[config.mk]
export PLATFORM = sky130hd
export DESIGN_NAME = uart_report_ctrl
export DESIGN_NICKNAME = d
export VERILOG_FILES = /design/src/rtl/uart_report_ctrl_pkg.sv /design/src/rtl/uart_report_tick.sv /design/src/rtl/uart_report_ctrl.sv
export SDC_FILE = /design/constraint.sdc
export NUM_CORES = 1
export LEC_CHECK = 0
export CAP_MARGIN = 20
export CELL_PAD_IN_SITES_DETAIL_PLACEMENT = 0
export CELL_PAD_IN_SITES_GLOBAL_PLACEMENT = 1
export CORE_MARGIN = 10
export CORE_UTILIZATION = 31
export DETAILED_ROUTE_END_ITERATION = 12
export PLACE_DENSITY = 0.94
export SLEW_MARGIN = 25
export SYNTH_ARGS = -nofsm -noshare
export SYNTH_HDL_FRONTEND = slang
export SYNTH_SLANG_ARGS = --single-unit
[constraint.sdc]
create_clock -name clk -period 2.9 [get_ports clk]
set_clock_uncertainty 0.15 [all_clocks]
set_input_delay 0.58 -clock clk [delete_from_list [all_inputs] [get_ports clk]]
set_output_delay 0.58 -clock clk [all_outputs]
set_load 0.05 [all_outputs]
[src/rtl/uart_report_ctrl_pkg.sv]
// Shared definitions for the coin-count report streamer: FSM encoding,
// default message length and the ASCII control characters used by the ROM.
package uart_report_ctrl_pkg;

   typedef enum logic [1:0] {
      ST_IDLE  = 2'd0,
      ST_SNAP  = 2'd1,
      ST_FETCH = 2'd2,
      ST_SEND  = 2'd3
   } state_e;

   localparam int unsigned MSG_LEN_DEF = 42;

   localparam logic [7:0] ASCII_SP = 8'h20;
   localparam logic [7:0] ASCII_LF = 8'h0A;
   localparam logic [7:0] ASCII_CR = 8'h0D;

   // Number of clock cycles in one auto-report period.
   function automatic int unsigned tick_top(input int unsigned clk_hz,
                                            input int unsigned period_ms);
      return clk_hz / 1000 * period_ms;
   endfunction

endpackage

[src/rtl/uart_report_tick.sv]
// Periodic request generator for the auto-report mode; only instantiated
// when UART_REPORT_AUTO_EN is defined.
module uart_report_tick
   import uart_report_ctrl_pkg::*;
#(
   parameter int unsigned CLK_HZ    = 100_000_000,
   parameter int unsigned PERIOD_MS = 1000
) (
   input  logic clk,
   input  logic rst_n,
   output logic tick_o
);

   localparam int unsigned TOP   = tick_top(CLK_HZ, PERIOD_MS);
   localparam int          CNT_W = (TOP > 1) ? $clog2(TOP) : 1;

   logic [CNT_W-1:0] cnt_q;
   logic             wrap;

   assign wrap   = (cnt_q == CNT_W'(TOP - 1));
   assign tick_o = wrap;

   always_ff @(posedge clk or negedge rst_n) begin
      if (!rst_n) begin
         cnt_q <= '0;
      end else if (wrap) begin
         cnt_q <= '0;
      end else begin
         cnt_q <= cnt_q + 1'b1;
      end
   end

endmodule

[src/rtl/uart_report_ctrl.sv]
// Streams the coin-count report from the report ROM into the UART TX.
// Define UART_REPORT_AUTO_EN to add a periodic internal report request.
//
//  state | meaning
//  IDLE  | waiting for a request (external, auto tick or pending)
//  SNAP  | snap pulse out, frozen counts settle into the ROM
//  FETCH | latch ROM byte into tx_data, raise tx_valid
//  SEND  | hold byte until TX accepts it
module uart_report_ctrl
   import uart_report_ctrl_pkg::*;
#(
   parameter int unsigned MSG_LEN   = MSG_LEN_DEF,
   parameter int unsigned ADDR_W    = 6,
   parameter int unsigned CLK_HZ    = 100_000_000,
   parameter int unsigned PERIOD_MS = 1000
) (
   input  logic        clk,
   input  logic        rst_n,
   input  logic        report_req_i,
   output logic [31:0] rom_addr_o,
   input  logic [7:0]  rom_data_i,
   output logic        snap_o,
   output logic [7:0]  tx_data_o,
   output logic        tx_valid_o,
   input  logic        tx_ready_i,
   output logic        busy_o,
   output logic        done_o
);

   if ((64'd1 << ADDR_W) < 64'(MSG_LEN)) begin : g_bad_addr_w
      $error("ADDR_W too narrow for MSG_LEN");
   end
   if (CLK_HZ < 1000 || PERIOD_MS == 0) begin : g_bad_period
      $error("CLK_HZ must be at least 1 kHz and PERIOD_MS non-zero");
   end

   state_e            state_q;
   logic [ADDR_W-1:0] addr_q;
   logic              pending_q;
   logic              snap_q;
   logic              busy_q;
   logic              done_q;
   logic              tx_valid_q;
   logic [7:0]        tx_data_q;

   logic auto_req;
   logic req_any;
   logic xfer;
   logic last;

`ifdef UART_REPORT_AUTO_EN
   uart_report_tick #(
      .CLK_HZ    (CLK_HZ),
      .PERIOD_MS (PERIOD_MS)
   ) u_tick (
      .clk    (clk),
      .rst_n  (rst_n),
      .tick_o (auto_req)
   );
`else
   assign auto_req = 1'b0;
`endif

   assign req_any = report_req_i | auto_req;
   assign xfer    = tx_valid_q & tx_ready_i;
   assign last    = (addr_q == ADDR_W'(MSG_LEN - 1));

   always_ff @(posedge clk or negedge rst_n) begin
      if (!rst_n) begin
         state_q    <= ST_IDLE;
         addr_q     <= '0;
         pending_q  <= 1'b0;
         snap_q     <= 1'b0;
         busy_q     <= 1'b0;
         done_q     <= 1'b0;
         tx_valid_q <= 1'b0;
         tx_data_q  <= '0;
      end else begin
         snap_q <= 1'b0;
         done_q <= 1'b0;
         // Requests outside IDLE (including the done cycle's SEND) are held one deep.
         if (req_any && state_q != ST_IDLE) begin
            pending_q <= 1'b1;
         end
         case (state_q)
            ST_IDLE: begin
               if (req_any || pending_q) begin
                  snap_q    <= 1'b1;
                  addr_q    <= '0;
                  pending_q <= 1'b0;
                  busy_q    <= 1'b1;
                  state_q   <= ST_SNAP;
               end
            end
            ST_SNAP: begin
               state_q <= ST_FETCH;
            end
            ST_FETCH: begin
               tx_data_q  <= rom_data_i;
               tx_valid_q <= 1'b1;
               state_q    <= ST_SEND;
            end
            ST_SEND: begin
               if (xfer) begin
                  tx_valid_q <= 1'b0;
                  if (last) begin
                     done_q  <= 1'b1;
                     busy_q  <= 1'b0;
                     addr_q  <= '0;
                     state_q <= ST_IDLE;
                  end else begin
                     addr_q  <= addr_q + 1'b1;
                     state_q <= ST_FETCH;
                  end
               end
            end
            default: begin
               state_q <= ST_IDLE;
            end
         endcase
      end
   end

   assign rom_addr_o = {{(32 - ADDR_W){1'b0}}, addr_q};
   assign snap_o     = snap_q;
   assign tx_data_o  = tx_data_q;
   assign tx_valid_o = tx_valid_q;
   assign busy_o     = busy_q;
   assign done_o     = done_q;

endmodule

Word-level counts from Yosys, hierarchy flattened
Cells that the tools add are included.
{ "word_totals": {"ff_bits": 21, "inputBits": 12, "out_inout_bits": 44, "elab_cells": 49} }
{ "classes": {"add_sub_neg": 1, "eq_ne": 7, "n_mux": 22, "bitwise_logic": 1, "reduce_logical": 10} }
{ "ops": {"columns": ["op", "n"], "rows": [
  ["6-bit two-way mux", 3],
  ["1-bit two-way mux", 12],
  ["6-bit one-hot mux with 2 select lines", 1],
  ["2-bit one-hot mux with 4 select lines", 1],
  ["6-bit by 1-bit adder with 6-bit output (second input constant)", 1],
  ["6-bit == test (second input constant)", 1],
  ["2-bit two-way mux", 3],
  ["2-bit inequality test (second input constant)", 3],
  ["2-bit nonzero test", 3],
  ["2-bit == test (second input constant)", 2],
  ["1-bit one-hot mux with 2 select lines", 2],
  ["2-bit AND reduction", 2],
  ["4-bit AND reduction", 1],
  ["3-bit AND reduction", 1],
  ["2-bit by 1-bit == test with 1-bit output (second input constant)", 1],
  ["2-bit zero test", 1],
  ["1-bit bitwise AND", 1],
  ["1-bit logical AND", 1],
  ["1-bit logical OR", 1]
]} }

Logic depth before layout (Yosys ltp)
{ "logic_depth": {"depth_word": 5, "mapped_depth": 6, "depth_no_buf": 6} }

Worst setup path after synthesis
Ideal clock, no wire load.
{ "synth_timing": {"kind": "register to register", "startpoint": "register addr_q[0]", "endpoint": "register addr_q[3]", "setup_time_ns": 0.120, "arrival_time_ns": 1.529, "required_ns": 2.630, "slack_ns": 1.101, "path_stages_with_launch": 6, "n_path_buf": 0, "synth_period_minus_slack_ns": 1.799, "cell_sequence": "dfrtp_1 ha_1 nand4b_1 nor2_4 o21ai_1 a31o_1"} }
{ "synth_via": {"elab_chain_len": 4, "elab_cells_between_ends": 5, "cone_classes": "add/sub (1); eq/ne (1); mux (3)"} }
{ "synth_rtl": {"columns": ["element", "line_no", "rtl"], "rows": [
  ["from (decl)", "uart_report_ctrl.sv:38", "logic [ADDR_W-1:0] addr_q;"],
  ["from (signal assigned)", "uart_report_ctrl.sv:112", "addr_q <= addr_q + 1'b1;"],
  ["6-bit by 1-bit adder with 6-bit output or 6-bit == test (tied branches)", "uart_report_ctrl.sv:112, uart_report_ctrl.sv:66", null],
  ["6-bit two-way mux (*)", "uart_report_ctrl.sv:106", "if (last) begin"],
  ["6-bit two-way mux (*)", "uart_report_ctrl.sv:104", "if (xfer) begin"],
  ["6-bit one-hot mux with 2 select lines (*)", "uart_report_ctrl.sv:85", "case (state_q)"]
]} }
Mark *: on every way between the ends. The rest lies on a longest branch, timed or not. The select of a mux whose other input is x is not followed.
A chain may end at the register's enable or synchronous reset.

Final worst setup path
{ "layout_timing": {"startpoint": "register addr_q[0]", "endpoint": "output rom_addr_o[0]"} }
{ "layout_rtl": {"columns": ["element", "line_no", "rtl"], "rows": [
  ["to (decl)", "uart_report_ctrl.sv:20", "output logic [31:0] rom_addr_o,"]
]} }
No word-level cell between the ends.

==> results.toml <==
[power_and_ir_drop]
ir_worst_vdd_mv = 0.299
pwr_density_cell_nw_per_um2 = 897
leakage_nw = 0.637

[grt]
met3_usage_pct = 2.59
grt.total_usage_pct = 7.86
grtUsageMet2_pct = 14.1
grt-ovfl-total = 0
antenna_found_initial = 0
grt_busiest_layer = "met2"
grt_start_max_net_pins = 22
grt_pass1_vias = 810
grt_pass1_wl_um = 3880
global_route.usage.met1_pct = 7.87

[floorplan]
core_area_um2 = 3390
die_h_um = 79.8
die_w_um = 79.8
num_rows = 21
die_area_um2 = 6370
io_pins = 56
start_util_pct = 32.7

[sta]
hold_viol_final = 0
rsz0062_at_grt = "no"
period_share_pct = 81.9
setup_slack_ps = 526
max_slew.worst_pin.slew_ps = 777
period_minus_slack_ps = 2370
slew_headroom_pct = 48.1
max_freq_mhz = 421
setup_tns_ps = 0
hold_ws_ps = 356
setup_violations = 0
slew_violations = 0

[cells_and_area]
mostFrequentLayoutCells = "29 x clkdlybuf4s50_1, 26 x conb_1, 21 x dfrtp_1"
layout.cells.non_filler = 178
post-route-cell-area_um2 = 1370
area_delta_synth_final_pct = 23.9
antenna_cells = 0
drive_gt1_share_pct = 7.58
num-nets-final = 147
n_fill_cell = 342
final_common_cell = "clkdlybuf4s50_1"

[worst_setup_path]
crit_required_ps = 2170
crit_type = "flop to output port"
max_stage_delay_ps = 860
path_cells = "clkdlybuf4s50_1"
end_kind = "output port"
path_max_fanout = 6
crit_family = "buffers and inverters"
slowest_stage = "clkdlybuf4s50_1"
critPathBufInv = 1
crit_arrival_ps = 1640
startpoint_type = "flop"

[synth]
synth_cell_types = 30
synth_cells = 101
syn-cell-area_um2 = 1110
synthAdderAreaFrac_pct = 2.26
yosys.area.top_type_share_pct = 47.4
synth_top_family_by_area = "buffers and inverters"
synth-compound-area-share_pct = 7.67
synth-xor-area-share_pct = 0
muxShareOfSynthArea_pct = 8.13
synth.area.top_cells = "dfrtp_1 47%, buf_4 18%, mux2_1 8.1%"
yosysSeqAreaShare_pct = 47.4
avgSynthCellArea_um2 = 11.0
ys.warnings.count = 0
ys_ff_latch = 21
synth_largest_area_cell = "dfrtp_1"
yosys.area_share.simple_pct = 14.4

[place]
gp_congestion = 0.715
dp_slack_ps = 861
place_area_um2 = 1350
io_buffer_count = 29
dp_cells = 174
hpwl_um = 2040

[clocking]
cts_setup_buffers = 0
cts_sinks = 21
insertion_delay_ps = 300
clkTransAtPathRegs_ps = 120
cts_root_buf = "clkbuf_4"
cts_buffer_depth = 2
cts_buffers = 3
cts_max_level = 1
tritoncts = "built"
cts_resized = 0
ctsHoldBuffers = 0

[drt]
drc = 0
postRouteAntennaNets = 0
firstDrtPassIters = 4
via_count = 750
drt_iter0_drc = 47
viasPerCell = 4.21
wl_per_cell_um = 14.2
wl_um = 2530

[job]
maxCapViolCount = 0

[min_path]
hold_path_class = "flop to flop"

[run_status]
status = "completed"
-- state kept, by name, indices dropped and copies added, names as in the netlist --
name        count
addr_q          6
done_o          1
busy_o          1
tx_valid_o      1
snap_o          1
state_q         2
tx_data_o       8
pending_q       1
-- Yosys cell counts --
cell,number
nand2_1,7
a21o_1,2
and4_1,1
and2_1,1
and3_4,1
nor2_1,7
a21oi_2,1
nand3_1,3
o41ai_2,1
clkinv_1,1
o21ai_1,3
buf_6,1
a31o_1,2
o31ai_1,1
inv_1,1
nand4b_1,1
dfrtp_1,21
and3b_1,1
nor2b_1,1
o21ai_0,1
ha_1,2
or2_1,1
nand4_1,1
mux2_1,8
nor4_2,1
buf_4,26
and3_1,1
conb_1,1
nor2_4,1
buf_2,1
-- power breakdown --
| group | leakage (nW) | internal, W | total (W) | switching [W] |
|---|---|---|---|---|
| clock | 0.0177 | 0.0000515 | 0.000142 | 0.0000902 |
| sequential | 0.258 | 0.000371 | 0.000436 | 0.0000644 |
| combinational | 0.362 | 0.000204 | 0.000655 | 0.000451 |
-- layer usage --
| metal | part of all wire, % | up-vias |
|---|---|---|
| li1 | - | 356 |
| met1 | 38 | 362 |
| met3 | 7.8 | 2 |
| met5 | 0 | - |
| met2 | 53 | 30 |
| met4 | 1.2 | 0 |
-- through the flow --
step	utilization [%]	power (W)
global placement	39.7	0.00108
finish	40.5	0.00123
detailed placement	39.7	0.00110
global route	40.5	0.00130
floorplan	-	0.000905
CTS	40.5	0.00124
-- cells by family (layout without fill, tap and decap cells) --
logic type	after synthesis	after routing
mux	8	8
fa+ha+maj	2	2
buf+inv	30	36
simple gates	28	28
compound gates	11	11
other cells	1	26
flops	21	21
-- layout make-up --
class	instances	area, um^2	share of cell area, %
clock buffer	3	22.5	1.64
clock inverter	1	5.00	0.364
inverter	2	7.51	0.546
multi-input combinational	75	458	33.3
sequential	21	526	38.3
tap	46	57.6	4.19
timing repair buffer	30	298	21.7
-- worst paths after layout --
check                                              start                  endpoint  slack [ps]  cells past startpoint
worst max register to register    state_q[1]$_DFFE_PN0P_  tx_data_o[0]$_DFFE_PN0P_        1160                      2
worst min register to register  tx_data_o[4]$_DFFE_PN0P_  tx_data_o[4]$_DFFE_PN0P_         360                      1
worst max-delay path               addr_q[0]$_DFFE_PN0P_             rom_addr_o[0]         530                      1
max in group asynchronous                          rst_n          snap_o$_DFF_PN0_        1940                      2
min in group asynchronous                          rst_n    state_q[0]$_DFFE_PN0P_         450                      2
worst min-delay path            tx_data_o[4]$_DFFE_PN0P_  tx_data_o[4]$_DFFE_PN0P_         360                      1
No activity file was read; power rests on OpenSTA's default activity.
